==> src/rtl/tri_edge_sequencer_pkg.sv <==
// Shared types and constants for the triangle edge sequencer.
package tri_edge_sequencer_pkg;

    localparam int COORD_W = 10;

    typedef enum logic [1:0] {
        IDLE,
        SETUP,
        DRAW,
        RELEASE
    } state_e;

    localparam logic [1:0] EDGE_01 = 2'd0;
    localparam logic [1:0] EDGE_12 = 2'd1;
    localparam logic [1:0] EDGE_20 = 2'd2;

endpackage

==> src/rtl/tri_edge_sequencer_fifo.sv <==
// Small input queue for whole triangles; flush wins over a same-cycle push.
module tri_fifo #(
    parameter int WIDTH = 60,
    parameter int DEPTH = 2
) (
    input  logic             clk,
    input  logic             resetn,
    input  logic             flush,
    input  logic             push,
    input  logic             pop,
    input  logic [WIDTH-1:0] wdata,
    output logic [WIDTH-1:0] rdata,
    output logic             full,
    output logic             empty
);

    localparam int PW = (DEPTH > 1) ? $clog2(DEPTH) : 1;
    localparam int CW = $clog2(DEPTH + 1);

    logic [WIDTH-1:0] mem_q [DEPTH];
    logic [PW-1:0]    wr_q, rd_q;
    logic [CW-1:0]    cnt_q;
    logic             push_ok, pop_ok;

    assign full    = (cnt_q == CW'(DEPTH));
    assign empty   = (cnt_q == '0);
    assign rdata   = mem_q[rd_q];
    assign push_ok = push && !full;
    assign pop_ok  = pop && !empty;

    always_ff @(posedge clk or negedge resetn) begin
        if (!resetn) begin
            for (int unsigned i = 0; i < DEPTH; i++) begin
                mem_q[i] <= '0;
            end
            wr_q  <= '0;
            rd_q  <= '0;
            cnt_q <= '0;
        end else if (flush) begin
            wr_q  <= '0;
            rd_q  <= '0;
            cnt_q <= '0;
        end else begin
            if (push_ok) begin
                mem_q[wr_q] <= wdata;
                wr_q        <= wr_q + 1'b1;
            end
            if (pop_ok) begin
                rd_q <= rd_q + 1'b1;
            end
            case ({push_ok, pop_ok})
                2'b10:   cnt_q <= cnt_q + 1'b1;
                2'b01:   cnt_q <= cnt_q - 1'b1;
                default: cnt_q <= cnt_q;
            endcase
        end
    end

endmodule

==> src/rtl/tri_edge_sequencer.sv <==
// Feeds each queued triangle's edges to a line engine one at a time, with a per-edge watchdog.
module tri_edge_sequencer #(
    parameter int COORD_W = tri_edge_sequencer_pkg::COORD_W,
    parameter int CLOSED  = 1,
    parameter int TIMEOUT = 2048
) (
    input  logic               clk,
    input  logic               resetn,
    input  logic               abort,
    input  logic               tri_valid,
    output logic               tri_ready,
    input  logic [COORD_W-1:0] tri_x0,
    input  logic [COORD_W-1:0] tri_y0,
    input  logic [COORD_W-1:0] tri_x1,
    input  logic [COORD_W-1:0] tri_y1,
    input  logic [COORD_W-1:0] tri_x2,
    input  logic [COORD_W-1:0] tri_y2,
    output logic               line_enable,
    output logic [COORD_W-1:0] line_x0,
    output logic [COORD_W-1:0] line_y0,
    output logic [COORD_W-1:0] line_x1,
    output logic [COORD_W-1:0] line_y1,
    input  logic               line_done,
    output logic [1:0]         edge_idx,
    output logic               busy,
    output logic               tri_done,
    output logic               timeout_err
);

    import tri_edge_sequencer_pkg::*;

    localparam int         VW        = 6 * COORD_W;
    localparam int         LW        = 4 * COORD_W;
    localparam int         CNT_W     = $clog2(TIMEOUT + 1);
    localparam logic [1:0] LAST_EDGE = (CLOSED != 0) ? EDGE_20 : EDGE_12;

    state_e            state_q, state_d;
    logic [1:0]        edge_q, edge_d;
    logic [CNT_W-1:0]  cnt_q, cnt_d;
    logic [VW-1:0]     vert_q, vert_d;
    logic [LW-1:0]     line_q, line_d;
    logic              err_q, err_d;
    logic              pop;
    logic [VW-1:0]     fifo_rdata;
    logic              fifo_full, fifo_empty;

    function automatic logic [LW-1:0] edge_ends(input logic [VW-1:0] v, input logic [1:0] e);
        logic [COORD_W-1:0] x0, y0, x1, y1, x2, y2;
        {x0, y0, x1, y1, x2, y2} = v;
        case (e)
            EDGE_01: return {x0, y0, x1, y1};
            EDGE_12: return {x1, y1, x2, y2};
            default: return {x2, y2, x0, y0};
        endcase
    endfunction

    tri_fifo #(
        .WIDTH (VW),
        .DEPTH (2)
    ) u_fifo (
        .clk    (clk),
        .resetn (resetn),
        .flush  (abort),
        .push   (tri_valid),
        .pop    (pop),
        .wdata  ({tri_x0, tri_y0, tri_x1, tri_y1, tri_x2, tri_y2}),
        .rdata  (fifo_rdata),
        .full   (fifo_full),
        .empty  (fifo_empty)
    );

    always_ff @(posedge clk or negedge resetn) begin
        if (!resetn) begin
            state_q <= IDLE;
            edge_q  <= EDGE_01;
            cnt_q   <= '0;
            vert_q  <= '0;
            line_q  <= '0;
            err_q   <= 1'b0;
        end else begin
            state_q <= state_d;
            edge_q  <= edge_d;
            cnt_q   <= cnt_d;
            vert_q  <= vert_d;
            line_q  <= line_d;
            err_q   <= err_d;
        end
    end

    // Endpoints are loaded on entry to SETUP so they are already stable when DRAW raises enable.
    always_comb begin
        state_d = state_q;
        edge_d  = edge_q;
        cnt_d   = cnt_q;
        vert_d  = vert_q;
        line_d  = line_q;
        err_d   = err_q;
        pop     = 1'b0;
        case (state_q)
            IDLE: begin
                if (!fifo_empty) begin
                    pop     = 1'b1;
                    vert_d  = fifo_rdata;
                    edge_d  = EDGE_01;
                    line_d  = edge_ends(fifo_rdata, EDGE_01);
                    state_d = SETUP;
                end
            end
            SETUP: begin
                cnt_d   = '0;
                state_d = DRAW;
            end
            DRAW: begin
                cnt_d = cnt_q + 1'b1;
                if (line_done) begin
                    state_d = RELEASE;
                end else if (cnt_q == CNT_W'(TIMEOUT - 1)) begin
                    err_d   = 1'b1;
                    state_d = RELEASE;
                end
            end
            RELEASE: begin
                cnt_d = '0;
                if (edge_q == LAST_EDGE) begin
                    edge_d  = EDGE_01;
                    state_d = IDLE;
                end else begin
                    edge_d  = edge_q + 2'd1;
                    line_d  = edge_ends(vert_q, edge_q + 2'd1);
                    state_d = SETUP;
                end
            end
            default: state_d = IDLE;
        endcase
        if (abort) begin
            state_d = IDLE;
            edge_d  = EDGE_01;
            cnt_d   = '0;
            pop     = 1'b0;
        end
    end

    assign tri_ready   = !fifo_full;
    assign line_enable = (state_q == DRAW);
    assign busy        = (state_q != IDLE);
    assign tri_done    = (state_q == RELEASE) && (edge_q == LAST_EDGE) && !abort;
    assign timeout_err = err_q;
    assign edge_idx    = edge_q;
    assign {line_x0, line_y0, line_x1, line_y1} = line_q;

endmodule

==> config.mk <==
export PLATFORM = sky130hd
export DESIGN_NAME = tri_edge_sequencer
export DESIGN_NICKNAME = d
export VERILOG_FILES = /design/src/rtl/tri_edge_sequencer_pkg.sv /design/src/rtl/tri_edge_sequencer_fifo.sv /design/src/rtl/tri_edge_sequencer.sv
export SDC_FILE = /design/constraint.sdc
export NUM_CORES = 1
export LEC_CHECK = 0
export ABC_AREA = 1
export CORE_MARGIN = 2
export CORE_UTILIZATION = 57
export DETAILED_ROUTE_END_ITERATION = 10
export PLACE_DENSITY = 0.8
export SYNTH_ARGS = -nofsm -noshare
export SYNTH_HDL_FRONTEND = slang
export SYNTH_SLANG_ARGS = --single-unit
export TNS_END_PERCENT = 30
==> constraint.sdc <==
create_clock -name clk -period 2 [get_ports clk]
set_clock_uncertainty 0.05 [all_clocks]
set_input_delay 0.3 -clock clk [delete_from_list [all_inputs] [get_ports clk]]
set_output_delay 0.3 -clock clk [all_outputs]
set_load 0.01 [all_outputs]
======== Word-level counts from Yosys, hierarchy flattened ========
Cells that the tools add are included.
word-level totals
  register bits ........................... 241
  latch bits .............................. 0
  bits in writable memories ............... 0
  memory bits (read-only) ................. 0
  input port bits ......................... 65
  output and inout bits ................... 47
  word-level logic and storage cells ...... 94
  memories ................................ 0
cells by class
  add/sub/neg operators ................... 6
  $mul .................................... 0
  div/mod/pow operators ................... 0
  $lt $le $gt $ge ......................... 3
  equal/unequal tests ..................... 13
  shifts and indexed selects .............. 0
  muxes and demuxes ....................... 31
  bitwise logic cells ..................... 5
  reduce and logical (&&, ||, !) cells .... 25
operators with widths
  operator                 number
  $mux W60                 4
  $pmux W40 S2             2
  $bwmux W120              1
  $mux W40                 2
  $demux W60 S1            1
  $pmux W12 S2             1
  $mux W2                  8
  $add A12 B1 Y12 const B  1
  $eq A12 B11 Y1 const B   1
  $mux W12                 1
  $eq A2 B2 Y1 const B     5
  $reduce_bool A3 Y1       3
  $mux W1                  8
  $pmux W2 S2              2
  $pmux W2 S4              1
  $reduce_and A2 Y1        4
  $reduce_bool A2 Y1       4
  $eq A2 B1 Y1 const B     3
  $logic_not A2 Y1         3
  $reduce_and A3 Y1        2
  $logic_and A1 B1 Y1      5
  $add A2 B1 Y2 const B    2
  $ge A2 B2 Y1 const B     2
  $ne A2 B2 Y1 const B     2
  9 further kinds          15

======== Depth between registers and ports, before layout ========
Gate-level depths: netlist of run 1.
  depth in word-level cells ............... 8
  mapped depth ............................ 10
  depth with buffers taken out ............ 10

======== Hierarchy ========
A second synthesis of run 1 with hierarchy kept.
second synthesis, totals
  cell total of the unflattened synthesis .. 1306
  area total of the unflattened synthesis .. 11584.9 µm²
modules (own cells, without submodules)
  module              instances  cells each  area each (µm²)  seq. area each (µm²)
  tri_edge_sequencer  1          630         5833.1           2927.8
  tri_fifo            1          676         5751.8           3103.0

======== Worst setup path before layout of run 1 ========
No wires, ideal clock.
  kind .................................... reg2out
  start point ............................. reg state_q[0]
  end point ............................... out tri_done
  arrival ................................. 1324 ps
  required time ........................... 1650 ps
  slack ................................... 326 ps
  cell stages (with the launch flop) ...... 6
  buffers on the path ..................... 2
  path through ............................ dfrtp_1 -> ha_1 -> buf_2 -> inv_1 -> clkbuf_1 -> nor3_1
on the way
  cells in the longest elaborated chain, start to end .. 3
RTL lines
  element                           RTL line                   text
  from (decl)                       tri_edge_sequencer.sv:37   state_e state_q, state_d;
  from (signal assigned)            tri_edge_sequencer.sv:81   state_q <= state_d;
  $eq A2 B2 Y1                      tri_edge_sequencer.sv:146  assign tri_done = (state_q == RELEASE) && (edge_q == LAST_EDGE) && !abort;
  $logic_and A1 B1 Y1 (2 in a row)  tri_edge_sequencer.sv:146
  to (decl)                         tri_edge_sequencer.sv:26   output logic tri_done,
Every way passes these cells.

======== Final worst setup path of run 1 ========
  start point ............................. reg state_q[0]
  end point ............................... out busy
on the way
  cells in the longest elaborated chain, start to end .. 1
RTL lines
  element             RTL line                   text
  $reduce_bool A2 Y1  tri_edge_sequencer.sv:145  assign busy = (state_q != IDLE);
  to (decl)           tri_edge_sequencer.sv:25   output logic busy,
Every way passes these cells.

==> summary.md, run 1 <==
| Metric | Value |
|---|---|
| Vias | `9648` |
| Die area | `21100 um2` |
| CP Data Arrival Time | `1.58 ns` |
| Routed wire length | `28300 um` |
| Setup CP Type | `reg2out` |
| CP Max Fanout | `6` |
| CP Launch Type | `register` |
| Final period utilization | `96.7%` |
| Post-synthesis sequential area ratio | `53.0%` |
| Filler-free cell count of the finished design | `1736` |
| Crit path time final | `1.93 ns` |
| Diode count | `0` |
| Unique masters post-synth | `32` |
| Clk buf depth | `3` |
| Root buf cell | `clkbuf_16` |
| # setup viols final | `0` |
| Antenna violations before repair | `0` |
| Yosys warning total | `0` |
| GRT Total Usage | `27.1%` |
| Global-route wire length before repair | `47400 um` |
| Largest net degree at the start of global routing | `55` |
| Detail Route Antenna Nets | `0` |
| Worst R2R Setup Slack | `0.18 ns` |
| Max-cap violations | `0` |
| Post-DP HPWL | `18400 um` |
| Most used DFF post-synth | `dfrtp_1` |
| CP bufs+invs | `3` |
| Worst vdd ir | `0.00106 V` |
| GRT Residual Overflow | `0` |
| Pwr dens | `1610 nW/um2` |
| Drt first pass iters | `5` |
| Fin. max-slew vios | `0` |
| Initial core utilization | `58.3%` |
| Clock Latency Late Sink | `0.53 ns` |
| Filler instances | `1518` |
| Synth-to-layout area growth | `20.6%` |
| Power Total | `22.2 mW` |
| Post-synth ARST share | `100%` |
| Max Fclk | `0.517 GHz` |
| # IOs | `112` |
| Crit-path slowest cell | `dfrtp_2` |
| Vias in the first global route | `9372` |
| Nets | `1528` |
| CP peak stage delay | `0.41 ns` |
| Number of vias per cell | `5.56` |
| Die Width | `145 um` |
| Dpl cells | `1686` |
| Worst hold path type | `in2async` |
| IO buf count | `111` |
| Syn nets | `1435` |
| Run status | `completed` |
| Leak pwr | `6.48 nW` |
| Mapped Cells | `1361` |
| Placer Congestion | `0.860` |
| Setup TNS | `0 ns` |
| Crit-path cells | `inv_2 > ha_1 > inv_2 > clkdlybuf4s15_1` |
| Clk pin slew, worst setup/hold paths | `0.06 ns` |
| Wire per inst | `16.3 um` |
| Syn Area/Cell | `8.37 um2` |
| Crit. End Element | `output port` |
| #FFs+latches synth | `241` |
| CP most frequent cell | `inv_2` |
| Site row count | `51` |
| # DRC | `0` |
| Core Area | `19500 um2` |
| Fin Hold WS | `0.259 ns` |
| CP top delay family | `buffers and inverters` |
| Post-DP Area | `12900 um2` |
| Slew headroom | `65.5%` |
| Critical Path RT | `1.65 ns` |
| CTS Buf Count | `26` |
| EDFF count, synth | `0` |
| Layout cells sized above 1 | `9.25%` |
| DRT iter0 DRCs | `879` |
| CTS tree | `yes` |
| Die Span Y | `145 um` |
| Fin. Hold Viols | `0` |
| Post-Syn Area | `11400 um2` |
| H-Tree Depth | `1` |
| Final instance area | `13700 um2` |
| Slew @ Worst Pin | `0.518 ns` |
| TritonCTS Sinks | `241` |
==> cell families (layout without fill, tap and decap cells) <==
family                     after synthesis  count (layout)  share of synthesized area, %
and+or+nand+nor                        596             596                          20.8
adders and majority gates                9               9                         0.989
xor gates and xnor gates                 2               2                         0.154
DFF                                    241             241                          53.0
buffers and inverters                  189             299                          8.10
AOI/OAI and AO/OA                      324             324                          17.0
==> path summary, 6_finish.rpt <==
| path | to | depth (start not counted) | startpoint |
|---|---|---|---|
| worst max-delay path | busy | 4 | state_q[0] |
| worst min-delay path | line_q[13] | 2 | resetn |
| worst max register to register | line_q[32] | 9 | state_q[0] |
| worst min register to register | timeout_err | 1 | timeout_err |
| max in group asynchronous | u_fifo.mem_q[67] | 3 | resetn |
| min in group clk | u_fifo.mem_q[61] | 3 | tri_y2[1] |
==> cells in the final DEF, fill, tap and decap left out, types with 2 or more instances in the layout <==
master           synthesis  final
nand3_1                 59     59
ha_2                     0      2
a31oi_1                 51     51
nand2_4                  2      2
o21ai_2                 36     36
clkinv_2                 0      4
o211ai_1                40     40
clkbuf_16                0     26
buf_4                   15     20
clkbuf_8                 0      6
a21oi_1                 90     90
nor3_1                   6      6
inv_1                   93     92
o21bai_1                 3      3
o21ai_0                  8      8
o21ai_1                 94     94
nand2_1                413    413
dlygate4sd2_1            0      2
nor2_1                 108    108
clkdlybuf4s50_1          0    106
nand4_1                  2      2
clkbuf_1                28      7
dfrtp_2                  0      2
nand3_4                  1      2
ha_1                     9      7
xnor2_1                  2      2
dfrtp_1                241    239
buf_12                   0     22
inv_2                    6      7
==> timing repair <==
action	CTS	global route
setup endpoints to repair	4	1
endpoints found under the hold margin	47	0
buffers inserted	1	3
resized for setup	11	1
hold buffers	1	0
==> worst register-to-register path, cell delays in order, from the launching register on <==
cell,delay [ns]
dfrtp_2,0.44
inv_2,0.10
ha_1,0.18
inv_2,0.08
o21ai_1,0.13
nand2_1,0.16
inv_2,0.10
buf_4,0.29
nor2_1,0.10
a21oi_1,0.13
==> cell type report <==
| type | instances | area (um2) | share of cell area, % |
|---|---|---|---|
| Clock inverter | 6 | 66.3 | 0.483 |
| Clock buffer | 39 | 759 | 5.53 |
| Multi-Input combinational cell | 931 | 4450 | 32.4 |
| Timing Repair Buffer | 154 | 1710 | 12.4 |
| Sequential cell | 241 | 6030 | 43.9 |
| Inverter | 100 | 378 | 2.75 |
| Tap cell | 265 | 332 | 2.42 |
==> state kept, by name, summed over array words and instances (netlist names) <==
signal,count
u_fifo.wr_q,1
cnt_q,12
u_fifo.rd_q,1
u_fifo.cnt_q,2
line_q,40
vert_q,60
u_fifo.mem_q,120
edge_idx,2
timeout_err,1
state_q,2
==> power breakdown <==
part	switching [mW]	internal [mW]	total (mW)	leakage, nW
clock network	1.88	2.74	4.62	0.408
registers	1.67	7.06	8.73	2.94
logic	5.04	3.78	8.82	3.13
total	8.59	13.6	22.2	6.48
==> routing by layer <==
| metal | vias up | wire (um) | track usage, % |
|---|---|---|---|
| met3 | 55 | 2140 | 4.29 |
| li1 | 4638 | - | - |
| met5 | - | 0 | 0 |
| met2 | 377 | 13100 | 42.4 |
| met4 | 0 | 670 | 7.94 |
| met1 | 4578 | 12500 | 39.8 |
==> through the flow <==
step | util (%) | worst slack [ns]
floorplan | - | 0.326
global placement | 65.9 | 0.125
global route | 70.3 | -0.00386
detailed placement | 65.9 | 0.116
CTS | 70.2 | 0.0174
finish | 70.3 | 0.0655
==> cells in the mapped netlist, drive strengths merged (2+ instances only) <==
master / n / area share, %
buf: 59 / 3.8
a31oi: 51 / 2.8
nand4: 2 / 0.11
xnor2: 2 / 0.15
nand3: 61 / 2.8
nand2: 415 / 14
o21bai: 3 / 0.20
o21ai: 138 / 7.3
clkbuf: 30 / 1.0
o211ai: 40 / 2.6
dfrtp: 241 / 53
a21oi: 90 / 4.0
nor2: 110 / 3.7
nor3: 6 / 0.26
ha: 9 / 0.99
inv: 100 / 3.3
No activity file was read; power rests on OpenSTA's default activity.
==> run 2, diff against run 1 <==
--- a/config.mk
+++ b/config.mk
@@ -13,4 +13,4 @@
 export SYNTH_ARGS = -nofsm -noshare
 export SYNTH_HDL_FRONTEND = slang
 export SYNTH_SLANG_ARGS = --single-unit
-export TNS_END_PERCENT = 30
+export TNS_END_PERCENT = 20
==> constraint.sdc (replaced) <==
create_clock -name clk -period 2.05 [get_ports clk]
set_clock_uncertainty 0.05 [all_clocks]
set_input_delay 0.3075 -clock clk [delete_from_list [all_inputs] [get_ports clk]]
set_output_delay 0.3075 -clock clk [all_outputs]
set_load 0.01 [all_outputs]
==> summary.md, run 2 (synthesis gave the netlist of run 1 again) <==
| Metric | Value |
|---|---|
| Max Fclk | `0.502 GHz` |
| Top reg by flops | `u_fifo.mem_q` |
| Global-route wire length before repair | `46300 um` |
| Vias | `9584` |
| Die Width | `145 um` |
| CTS tree | `yes` |
| Clk buf depth | `3` |
| Slew @ Worst Pin | `0.506 ns` |
| Antenna violations before repair | `0` |
| IO buf count | `111` |
| Initial core utilization | `58.3%` |
| Fin. max-slew vios | `0` |
| Max reg flops | `120` |
| Clock Latency Late Sink | `0.51 ns` |
| CP Data Arrival Time | `1.64 ns` |
| Site row count | `51` |
| Routed wire length | `27600 um` |
| CP Launch Type | `register` |
| Final period utilization | `97.2%` |
| H-Tree Depth | `1` |
| Most frequent cells in the layout | `413 x nand2_1, 238 x dfrtp_1, 108 x nor2_1, 106 x clkdlybuf4s50_1, 94 x o21ai_1` |
| Slew headroom | `66.3%` |
| Synth-to-layout area growth | `20.6%` |
| Max-cap violations | `0` |
| TritonCTS Sinks | `241` |
| Die Span Y | `145 um` |
| GRT Total Usage | `26.5%` |
| # IOs | `112` |
| Run status | `completed` |
| CP Max Fanout | `5` |
| Placer Congestion | `0.849` |
| Diode count | `0` |
| Dpl cells | `1685` |
| Worst hold path type | `in2async` |
| Vias in the first global route | `9130` |
| Core Area | `19500 um2` |
| # DRC | `0` |
| Setup CP Type | `reg2out` |
| DRT iter0 DRCs | `731` |
| GRT Residual Overflow | `0` |
| Fin. Hold Viols | `0` |
| Number of vias per cell | `5.53` |
| Post-DP HPWL | `18100 um` |
| Pwr dens | `1600 nW/um2` |
| Layout cells sized above 1 | `9.47%` |
| Nets | `1524` |
| Crit-path slowest cell | `dfrtp_2` |
| Drt first pass iters | `6` |
| Root buf cell | `clkbuf_16` |
| Filler-free cell count of the finished design | `1733` |
| Detail Route Antenna Nets | `0` |
| Leak pwr | `6.47 nW` |
| Die area | `21100 um2` |
| Critical Path RT | `1.69 ns` |
| Crit-path cells | `inv_1 > ha_4 > inv_2 > dlygate4sd2_1` |
| Final core occ | `70.3%` |
| Clk pin slew, worst setup/hold paths | `0.06 ns` |
| CP peak stage delay | `0.44 ns` |
| Largest net degree at the start of global routing | `76` |
| # setup viols final | `0` |
| Crit. End Element | `output port` |
| Largest registers | `u_fifo.mem_q x120, vert_q x60, line_q x40` |
| CTS Buf Count | `25` |
| Wire per inst | `15.9 um` |
| Crit path time final | `1.99 ns` |
| Worst vdd ir | `0.000999 V` |
| Commonest non-fill, non-tap cell in the layout | `nand2_1` |
run 2: cell count changes in the layout (fill, tap and decap cells not counted), moves of 2 or more:
cell,delta
buf_12,-8
buf_4,+5
bufinv_16,+5
clkbuf_1,-4
ha_4,+2
run 2: metrics by stage:
step           TNS (ns)  hold slack, ns  setup WS [ns]  instance area, um2  total power, mW
4_1_cts               0           0.284        0.00444               13700             22.0
2_1_floorplan         0         -0.0381          0.369               11400             13.7
3_5_place_dp    -0.0154           0.217        -0.0154               12800             16.8
6_report              0           0.270         0.0566               13700             22.0
3_3_place_gp          0           0.216          0.119               12800             16.5
5_1_grt        -0.00192           0.303       -0.00192               13700             23.5
run 2: worst paths after layout:
kind	startpoint	to	slack, ns	depth (start not counted)
setup / recovery	state_q[1]	busy	0.06	4
hold / removal	resetn	u_fifo.mem_q[38]	0.27	2
setup reg to reg	state_q[0]	cnt_q[9]	0.21	8
hold reg to reg	timeout_err	timeout_err	0.43	1
max in group asynchronous	resetn	u_fifo.mem_q[84]	0.98	3
min in group clk	tri_y2[3]	u_fifo.mem_q[63]	0.30	3
run 2: cell type report:
type                            instances  area (um2)
Clock buffer                           34         719
Clock inverter                         11         208
Fill cell                            1535        5790
Inverter                              100         378
Multi-Input combinational cell        931        4470
Sequential cell                       241        6030
Tap cell                              265         332
Timing Repair Buffer                  151        1590
run 2: routing by layer:
metal	wire length [um]	track usage [%]	part of all wire, %	vias to the layer above
li1	-	-	-	4634
met3	1860	3.95	6.7	35
met2	12800	41.2	46	343
met4	437	6.37	1.6	0
met5	0	0	0	-
met1	12500	39.8	45	4572
run 2: report_power, final:
| part | total (mW) | switching, mW | internal [mW] | leakage, nW |
|---|---|---|---|---|
| Sequential | 8.51 | 1.62 | 6.88 | 2.94 |
| Combinational | 8.48 | 4.85 | 3.63 | 3.08 |
| Clock | 5.04 | 1.84 | 3.20 | 0.455 |
run 2: what timing repair did:
item,in CTS,in global routing
hold endpoints to repair,48,0
buffers inserted,2,0
setup endpoints to repair,3,3
hold buffers,1,0
gates resized for setup,7,7
run 2: worst max-delay path, delay by kind of cell, from the launching register on:
family     cells  cell delay (ns)
fa+ha+maj      1             0.18
buf+inv        3             0.49
flops          1             0.44
